### src/rtl/im_boot_loader.sv
// Byte-stream program loader: parses SYNC,LEN,payload[,csum] frames, writes the payload into IM and holds the core until done.
// Optional checksum trailer and error state are enabled by defining IM_LOADER_CHECKSUM_EN.
module im_boot_loader #(
    parameter int                    IM_ADDR_W_m1 = 7,
    parameter int                    IM_DATA_W_m1 = 7,
    parameter logic [7:0]            SYNC_BYTE    = 8'hA5,
    parameter logic [IM_ADDR_W_m1:0] BASE_ADDR    = '0
) (
    input  logic                    clk,
    input  logic                    rst_n,
    input  logic [7:0]              s_data,
    input  logic                    s_valid,
    output logic                    s_ready,
    input  logic                    restart,
    output logic                    im_we,
    output logic [IM_ADDR_W_m1:0]   im_addr,
    output logic [IM_DATA_W_m1:0]   im_wdata,
    output logic                    cpu_hold,
    output logic                    done,
    output logic                    err
);

    localparam logic [IM_ADDR_W_m1:0] ADDR_ONE  = 1;
    localparam logic [8:0]            COUNT_ONE = 9'd1;

    typedef enum logic [2:0] {
        ST_IDLE,
        ST_LEN,
        ST_DATA,
`ifdef IM_LOADER_CHECKSUM_EN
        ST_CSUM,
        ST_ERR,
`endif
        ST_DONE
    } state_t;

    state_t                  state_q, state_d;
    logic [8:0]              count_q, count_d;
    logic [IM_ADDR_W_m1:0]   ptr_q, ptr_d;
    logic                    im_we_q, im_we_d;
    logic [IM_ADDR_W_m1:0]   im_addr_q, im_addr_d;
    logic [IM_DATA_W_m1:0]   im_wdata_q, im_wdata_d;
    logic [IM_DATA_W_m1:0]   byte_data;
    logic                    accept;
`ifdef IM_LOADER_CHECKSUM_EN
    logic [7:0]              sum_q, sum_d;
`endif

    // Stream bytes are truncated or zero-extended to the instruction width.
    generate
        if (IM_DATA_W_m1 < 8) begin : g_narrow
            assign byte_data = s_data[IM_DATA_W_m1:0];
        end else begin : g_wide
            assign byte_data = {{(IM_DATA_W_m1 - 7){1'b0}}, s_data};
        end
    endgenerate

    // restart has priority over a byte offered in the same cycle.
    always_comb begin
        s_ready = 1'b1;
        case (state_q)
            ST_DONE: s_ready = 1'b0;
`ifdef IM_LOADER_CHECKSUM_EN
            ST_ERR:  s_ready = ~restart;
`endif
            default: s_ready = 1'b1;
        endcase
    end

    assign accept = s_valid & s_ready;

    always_comb begin
        state_d    = state_q;
        count_d    = count_q;
        ptr_d      = ptr_q;
        im_we_d    = 1'b0;
        im_addr_d  = im_addr_q;
        im_wdata_d = im_wdata_q;
`ifdef IM_LOADER_CHECKSUM_EN
        sum_d      = sum_q;
`endif
        case (state_q)
            ST_IDLE: begin
                if (accept && s_data == SYNC_BYTE) begin
                    state_d = ST_LEN;
                end
            end
            ST_LEN: begin
                if (accept) begin
                    count_d = (s_data == 8'd0) ? 9'd256 : {1'b0, s_data};
                    ptr_d   = BASE_ADDR;
`ifdef IM_LOADER_CHECKSUM_EN
                    sum_d   = 8'd0;
`endif
                    state_d = ST_DATA;
                end
            end
            ST_DATA: begin
                if (accept) begin
                    im_we_d    = 1'b1;
                    im_addr_d  = ptr_q;
                    im_wdata_d = byte_data;
                    ptr_d      = ptr_q + ADDR_ONE;
                    count_d    = count_q - COUNT_ONE;
`ifdef IM_LOADER_CHECKSUM_EN
                    sum_d      = sum_q + s_data;
                    if (count_q == COUNT_ONE) begin
                        state_d = ST_CSUM;
                    end
`else
                    if (count_q == COUNT_ONE) begin
                        state_d = ST_DONE;
                    end
`endif
                end
            end
`ifdef IM_LOADER_CHECKSUM_EN
            ST_CSUM: begin
                if (accept) begin
                    state_d = (s_data == sum_q) ? ST_DONE : ST_ERR;
                end
            end
            ST_ERR: begin
                if (restart) begin
                    state_d = ST_IDLE;
                end else if (accept && s_data == SYNC_BYTE) begin
                    state_d = ST_LEN;
                end
            end
`endif
            ST_DONE: begin
                if (restart) begin
                    state_d = ST_IDLE;
                end
            end
            default: state_d = ST_IDLE;
        endcase
    end

    always_ff @(posedge clk or negedge rst_n) begin
        if (!rst_n) begin
            state_q    <= ST_IDLE;
            count_q    <= 9'd0;
            ptr_q      <= BASE_ADDR;
            im_we_q    <= 1'b0;
            im_addr_q  <= BASE_ADDR;
            im_wdata_q <= '0;
`ifdef IM_LOADER_CHECKSUM_EN
            sum_q      <= 8'd0;
`endif
        end else begin
            state_q    <= state_d;
            count_q    <= count_d;
            ptr_q      <= ptr_d;
            im_we_q    <= im_we_d;
            im_addr_q  <= im_addr_d;
            im_wdata_q <= im_wdata_d;
`ifdef IM_LOADER_CHECKSUM_EN
            sum_q      <= sum_d;
`endif
        end
    end

    // Hold drops on the same edge that registers the final write, so IM is updated before the first fetch.
    assign im_we    = im_we_q;
    assign im_addr  = im_addr_q;
    assign im_wdata = im_wdata_q;
    assign cpu_hold = (state_q != ST_DONE);
    assign done     = (state_q == ST_DONE);
`ifdef IM_LOADER_CHECKSUM_EN
    assign err      = (state_q == ST_ERR);
`else
    assign err      = 1'b0;
`endif

endmodule

### config.mk
export PLATFORM = sky130hd
export DESIGN_NAME = im_boot_loader
export DESIGN_NICKNAME = d
export VERILOG_FILES = /design/src/rtl/im_boot_loader.sv
export SDC_FILE = /design/constraint.sdc
export NUM_CORES = 1
export LEC_CHECK = 0
export BUFFER_PORTS_ARGS = -buffer_cell sky130_fd_sc_hd__buf_2
export CAP_MARGIN = 0
export CELL_PAD_IN_SITES_DETAIL_PLACEMENT = 0
export CELL_PAD_IN_SITES_GLOBAL_PLACEMENT = 2
export CORE_UTILIZATION = 35
export CTS_BUF_LIST = sky130_fd_sc_hd__clkbuf_4 sky130_fd_sc_hd__clkbuf_8
export CTS_CLUSTER_DIAMETER = 30
export DETAILED_ROUTE_END_ITERATION = 12
export GPL_TIMING_DRIVEN = 1
export PLACE_DENSITY_LB_ADDON = 0.1
export RECOVER_POWER = 25
export SLEW_MARGIN = 20
export SYNTH_ARGS = -nofsm -noshare
export SYNTH_HDL_FRONTEND = slang
export SYNTH_SLANG_ARGS = --single-unit
export TNS_END_PERCENT = 50
### constraint.sdc
create_clock -name clk -period 2.1 [get_ports clk]
set_input_delay 0.21 -clock clk [delete_from_list [all_inputs] [get_ports clk]]
set_output_delay 0.21 -clock clk [all_outputs]
set_load 0.02 [all_outputs]
==> key figures, run 1 <==
Logic synthesis
  • Syn Std Cell Area: between 1500 and 2000 sq um
  • Yosys top cell area share: 48.7%
  • Syn avg cell area: 9.15 sq um
  • Netlist cell types: 42
  • Top cells by count, synth: nand2_1 (52), dfrtp_1 (36), o21ai_0 (16)
  • Yosys warnings: 0
  • Top cells by area, synth: dfrtp_1 (49%), nand2_1 (11%), ha_1 (4.7%)
  • Syn nets: 221
  • EDFF count, synth: 0
  • Post-synthesis sequential area ratio: 48.7%
  • Most frequent cell after synthesis: nand2_1
  • Dominant synthesized flop cell: dfrtp_1
  • Cell accounting for the most synthesized area: dfrtp_1
  • Synth Register Bits: 36
  • Post-synth ARST share: 100%
  • Mapped Cells: 202

Clock network
  • Post-CTS resize count: 0
  • CTS Buf Count: 5
  • CTS root buffer: clkbuf_8
  • Clock buffer depth: 2
  • CTS tree: yes
  • Cts hold-fix bufs: 0
  • Clock sink total: 36
  • Reg clk slew, reported paths: 0.07 ns
  • Post-CTS Setup Bufs: 0
  • Worst-Skew Late Latency: approximately 0.29 ns
  • Htree depth: 2

STA
  • Slew HR: -31.2%
  • Worst Tran Pin Value: around 2 ns
  • Final Cycle Share: 87.7%
  • Max-slew violation count: 37
  • Total negative slack: 0 ns
  • Tmin final: 1.84 ns
  • Final Hold Viols: 0
  • Max Clk Rate: between 500 and 600 MHz
  • Unrepaired setup endpoints after global routing: false
  • Clk_skew: 0.00500 ns
  • Final-report setup violation count: 0
  • Min Hold Slack: between 0.15 and 0.2 ns

Die
  • Row count: 26
  • Die area: about 5600 sq um
  • Initial Utilization: 36.2%
  • Core ar.: 5110 sq um
  • Die Wd: 74.7 um
  • # IOs: 33
  • Die H: 74.7 um

Critical path
  • Critical path cell sequence: inv_1 > ha_1 > or4b_1 > o21ai_1 > nand3b_1 > mux2_4
  • Critical path class: reg -> reg
  • Worst setup SP type: flip-flop
  • Worst-path fanout max: 4
  • Arr. time, crit path: ~2.0 ns
  • Buf/Inv on CP: 1
  • Crit path max-delay family: simple AND/OR/NAND/NOR gates
  • Reg-to-Reg End: state_q[1]$_DFFE_PN0P_
  • CP endpoint kind: flip-flop
  • Worst R2R Setup Slack: 0.26 ns
  • FF-to-FF Start: count_q[1]$_DFFE_PN0P_
  • CP startpoint: count_q[1]$_DFFE_PN0P_
  • Data required time of the worst path: 2.27 ns
  • R2R cell count: 6
  • Worst path max stage delay: 0.45 ns
  • Worst path slowest cell: or4b_1

Global routing
  • GRT Max-Usage Layer: met2
  • Global-route wire length before repair: about 7200 um
  • GR Util met1: around a fifth
  • Met3 Use GR: 4.55%
  • Met2 Use GR: 29.8%
  • Largest net degree at the start of global routing: 37
  • Total track usage: 17.4%
  • Vias in the first global route: 1451
  • Initial antenna violation count: 0
  • Grt total ovfl: 0

Power
  • Pleak: 1.07 nW
  • P per Cell Area: 1400 nW/um^2
  • Maximum vdd drop: 0.000583 V

Finish
  • Share of cells above drive strength 1: 21.9%
  • Nets: 255
  • P&R area growth vs syn: 18.4%
  • Multi-input gate area in the final layout: 873 sq um
  • Fillcell total: 544
  • Final core utilization: 42.8%
  • # diodes: 0
  • FF+latch area: 901 sq um

Detailed routing
  • Routed vias: 1561
  • DR vias/cell: just over 5
  • Wire per inst: 14.4 um
  • Pre-antenna DRT Iters: 4
  • Initial DRC count: 78
  • DRT Wirelength: 4420 um
  • # DRC: 0
  • DRT antenna net count: 0

Placed design
  • DP HPWL: 3180 um
  • GP Congestion: 0.795
  • I/O Buffers: 31

Worst hold path
  • Worst hold endpoint: im_wdata[6]$_DFFE_PN0P_
  • Hold crit path type: in -> reg
  • Hold Path Cell Cnt: 3
  • Worst Min Path Start: s_data[6]

Status
  • Violated checks: max-capacitance violations, max-slew violations
  • Outcome: complete, but fails checks

Run
  • Max capacitance violation total: 1
[kinds of logic after synthesis]
group | share of synthesized area (%)
simple gates | 24.6
fa+ha+maj | 4.74
other cells | 0.203
mux | 3.05
buf+inv | 3.99
compound gates | 14.7
flops | 48.7
[tightest hold or removal path, cell delays in order]
cell and delay, ns:
buf_2 0.11, nand2_1 0.05, nand2_1 0.04
[area by class of cell]
class                   instances  area share (%)
well taps                      70            4.00
repair buffers                 38            9.43
clock inverters                 1           0.343
flip-flops and latches         36            41.2
inverters                       6            1.03
multi-input cells             149            39.9
clock buffers                   7            4.12
[per-layer routing]
metal	wire, um	vias up
met5	0	-
met4	57	0
met3	189	6
met2	2230	34
met1	1940	748
li1	-	773
[how the worst max path moves through the flow]
stage	end	cells after the start	slack (ns)
finish	state_q[1]$_DFFE_PN0P_	6	0.26
floorplan	state_q[1]$_DFFE_PN0P_	6	0.37
detailed placement	state_q[1]$_DFFE_PN0P_	6	0.30
CTS	state_q[1]$_DFFE_PN0P_	6	0.28
global placement	state_q[1]$_DFFE_PN0P_	6	0.33
global route	count_q[7]$_DFFE_PN0P_	1	0.07
[where the power goes]
| part | switching (mW) | internal (mW) |
|---|---|---|
| clock | 0.248 | 0.279 |
| combinational | 0.837 | 0.553 |
| sequential | 0.218 | 0.930 |
| total | 1.30 | 1.76 |
[state kept, by name, summed over array words and instances (netlist names)]
signal    count
count_q       9
im_addr       8
im_wdata      8
im_we         1
ptr_q         8
state_q       2
[placed cells by master (no fill, tap or decap), types with 6 or more instances in the layout]
master and count:
dfrtp_1 36, ha_1 7, clkbuf_8 6, a21oi_1 8, o22ai_1 6, nor2_1 8, buf_4 7, buf_2 30
nand2_1 52, o21ai_0 16
[metrics by stage]
step,instance area [sq um],setup WS [ns],cells,total power [mW]
6_report,2190,0.258,307,3.07
5_1_grt,2190,0.0706,307,3.31
4_1_cts,2190,0.284,307,3.10
3_5_place_dp,2090,0.302,299,2.56
3_3_place_gp,2090,0.333,299,2.53
2_1_floorplan,1850,0.368,202,2.13
Power figures use the tool's default switching activity.
==> run 2: changes to the inputs <==
--- a/config.mk
+++ b/config.mk
@@ -5,11 +5,12 @@
 export SDC_FILE = /design/constraint.sdc
 export NUM_CORES = 1
 export LEC_CHECK = 0
+export ABC_AREA = 1
 export BUFFER_PORTS_ARGS = -buffer_cell sky130_fd_sc_hd__buf_2
 export CAP_MARGIN = 0
 export CELL_PAD_IN_SITES_DETAIL_PLACEMENT = 0
 export CELL_PAD_IN_SITES_GLOBAL_PLACEMENT = 2
-export CORE_UTILIZATION = 35
+export CORE_UTILIZATION = 34
 export CTS_BUF_LIST = sky130_fd_sc_hd__clkbuf_4 sky130_fd_sc_hd__clkbuf_8
 export CTS_CLUSTER_DIAMETER = 30
 export DETAILED_ROUTE_END_ITERATION = 12
==> run 2 against run 1 <==
Effect of this change:
- the run now ends clean
- final area increased by 1.3%
- sequential share of layout area decreased by 0.51 points
- area after synthesis increased by 3.7%
- core utilization decreased by 0.80 points
- flip-flop and latch count unchanged
- clock skew increased by 0.0023 ns
- combinational power about the same
- via count increased by 1.7%
==> key figures, run 2 <==
Status
  • Outcome: completed

Critical path
  • CP endpoint kind: flip-flop
  • Buf/Inv on CP: 3 (+2)
  • Worst path slowest cell: dfrtp_1
  • Arr. time, crit path: 1.90 ns (-0.12 ns)
  • Worst setup SP type: flip-flop
  • Crit path max-delay family: buffers and inverters
  • Critical path class: reg -> reg
  • Worst path max stage delay: 0.42 ns (-0.03 ns)
  • Worst-path fanout max: 17 (+13)
  • FF-to-FF Start: state_q[0]$_DFFE_PN0P_
  • CP dominant cell by count: nand2_1
  • Data required time of the worst path: 2.27 ns (about the same)
  • Critical path cell sequence: inv_1 > ha_1 > inv_8 > nand2_4 > nand3_4 > inv_2 > o21ai_0 > nand2_1 > nand2_1
  • CP startpoint: state_q[0]$_DFFE_PN0P_

Clock network
  • Htree depth: 2 (unchanged)
  • Worst-Skew Late Latency: 0.29 ns (about the same)
  • Post-CTS Setup Bufs: 0 (unchanged)
  • CTS root buffer: clkbuf_8
  • Reg clk slew, reported paths: 0.08 ns (about the same)
  • Cts hold-fix bufs: 0 (unchanged)
  • Clock buffer depth: 2 (unchanged)
  • Post-CTS resize count: 0 (unchanged)
  • CTS Buf Count: 5 (unchanged)
  • CTS tree: yes
  • Clock sink total: 36 (unchanged)

Detailed routing
  • DRT Wirelength: 4360 um (-1.3%)
  • Initial DRC count: 64 (-18%)
  • DRT antenna net count: 0 (unchanged)
  • Routed vias: 1588 (+1.7%)
  • Wire per inst: 12.9 um (-10%)
  • # DRC: 0 (unchanged)
  • Pre-antenna DRT Iters: 4 (unchanged)
  • DR vias/cell: 4.71 (-7.3%)

Logic synthesis
  • Post-synth ARST share: 100% (unchanged)
  • Dominant synthesized flop cell: dfrtp_1
  • Yosys warnings: 0 (unchanged)
  • Top cells by count, synth: nand2_1 (64), dfrtp_1 (36), inv_1 (25)
  • Top cells by area, synth: dfrtp_1 (47%), nand2_1 (13%), inv_1 (4.9%)
  • Cell accounting for the most synthesized area: dfrtp_1
  • Mapped Cells: 234 (+16%)
  • Syn Std Cell Area: 1920 sq um (+3.7%)
  • Syn nets: 253 (+14%)
  • Yosys top cell area share: 47.0% (-1.7 points)
  • Syn avg cell area: 8.19 sq um (-11%)
  • Netlist cell types: 29 (-31%)
  • Most frequent cell after synthesis: nand2_1
  • Synth Register Bits: 36 (unchanged)
  • EDFF count, synth: 0 (unchanged)
  • Post-synthesis sequential area ratio: 47.0% (-1.7 points)

Power
  • P per Cell Area: 1420 nW/um^2 (+1.5%)
  • Maximum vdd drop: 0.000506 V (-13%)
  • Pleak: 1.15 nW (+7.2%)
  • Total power: 3.15 mW (+2.8%)

Finish
  • Share of cells above drive strength 1: 20.2% (-1.7 points)
  • P&R area growth vs syn: 15.7%
  • Most flops, register: count_q
  • Most frequent cells in the layout: nand2_1 (64), dfrtp_1 (36), buf_2 (30)
  • Leading cell type in the layout, fill and taps excluded: nand2_1
  • Max reg flops: 9 (unchanged)
  • Nets: 285 (+12%)
  • # diodes: 0 (unchanged)

Placed design
  • DP HPWL: 3180 um (-0.14%)
  • GP Congestion: 0.802 (+0.91%)
  • Place WS: 0.391 ns (+0.0894 ns)
  • I/O Buffers: 31 (unchanged)

Global routing
  • Total track usage: 16.0% (-1.4 points)
  • Grt total ovfl: 0 (unchanged)
  • Initial antenna violation count: 0 (unchanged)
  • Vias in the first global route: 1540 (+6.1%)
  • Global-route wire length before repair: 7460 um (+4.1%)
  • Largest net degree at the start of global routing: 37 (unchanged)

Die
  • Die H: 77.1 um (+3.2%)
  • Die area: 5940 sq um (+6.5%)
  • Core ar.: 5270 sq um (+3.2%)
  • Die Wd: 77.1 um (+3.2%)
  • Initial Utilization: 36.3% (+0.17 points)
  • # IOs: 33 (unchanged)
  • Row count: 26 (unchanged)

STA
  • Slew HR: 38.7% (+70 points)
  • Clk_skew: 0.00735 ns (+0.00235 ns)
  • Final Hold Viols: 0 (unchanged)
  • Total negative slack: 0 ns (unchanged)
  • Final Cycle Share: 82.1% (-5.6 points)
  • Tmin final: 1.72 ns (-0.118 ns)
  • Final WS setup: 0.375 ns (+0.118 ns)
  • Final-report setup violation count: 0 (unchanged)
  • Worst Tran Pin Value: 0.919 ns (-1.05 ns)
  • Unrepaired setup endpoints after global routing: false
  • Max Clk Rate: 580 MHz (+6.8%)
  • Max-slew violation count: 0 (-100%)

Run
  • Max capacitance violation total: 0 (-1)

Worst hold path
  • Hold crit path type: in -> async
## run 2: report_power, final
part	internal (mW)	switching, mW	total (mW)
combinational	0.472	0.929	1.40
sequential	0.957	0.176	1.13
clock	0.352	0.266	0.617
total	1.78	1.37	3.15
## run 2: area by class of cell
| class | count | area (sq um) |
|---|---|---|
| clock buffers | 5 | 68.8 |
| well taps | 70 | 87.6 |
| inverters | 29 | 116 |
| clock inverters | 3 | 42.5 |
| repair buffers | 34 | 178 |
| flip-flops and latches | 36 | 901 |
| multi-input cells | 160 | 822 |
| fillers | 577 | 3050 |
## run 2: metal layers
| metal | GRT usage, % | wire length [um] |
|---|---|---|
| met5 | 0 | 0 |
| met3 | 3.21 | 192 |
| met2 | 27.2 | 2120 |
| met4 | 4.91 | 31 |
| met1 | 20.4 | 2020 |
## run 2: worst paths after layout
kind	endpoint	slack (ns)	cells after the start
max reg2reg	count_q[8]$_DFFE_PN0P_	0.38	9
min	im_addr[3]$_DFFE_PN0P_	0.05	1
min in group clk	im_wdata[1]$_DFFE_PN0P_	0.18	3
max in group asynchronous	count_q[7]$_DFFE_PN0P_	1.48	1
max	count_q[8]$_DFFE_PN0P_	0.38	9
min reg2reg	im_addr[5]$_DFFE_PN0P_	0.48	2
## run 2: cells by family (layout without fill, tap and decap cells)
family | count (synthesis) | in the layout | share of synthesized area (%)
AOI/OAI and AO/OA | 42 | 42 | 12.4
xor gates and xnor gates | 1 | 1 | 0.457
and+or+nand+nor | 109 | 109 | 25.3
adders and majority gates | 7 | 7 | 4.57
DFF | 36 | 36 | 47.0
buffers and inverters | 38 | 71 | 10.1
other | 1 | 1 | 0.196
## run 2: per-stage QoR
| step | utilization [%] | instances | area, sq um | hold WS (ns) |
|---|---|---|---|---|
| floorplan | - | 234 | 1920 | -0.0856 |
| CTS | 42.0 | 337 | 2220 | 0.0511 |
| global route | 42.0 | 337 | 2220 | 0.135 |
| finish | 42.0 | 337 | 2220 | 0.0490 |
| global placement | 39.9 | 329 | 2100 | 0.358 |
| detailed placement | 39.9 | 329 | 2100 | 0.367 |
## run 2: worst register-to-register path, delay by kind of cell (launching register included)
kind | cells | cell delay, ns
and+or+nand+nor | 4 | 0.33
AOI/OAI and AO/OA | 1 | 0.14
adders and majority gates | 1 | 0.27
buffers and inverters | 3 | 0.45
DFF | 1 | 0.42
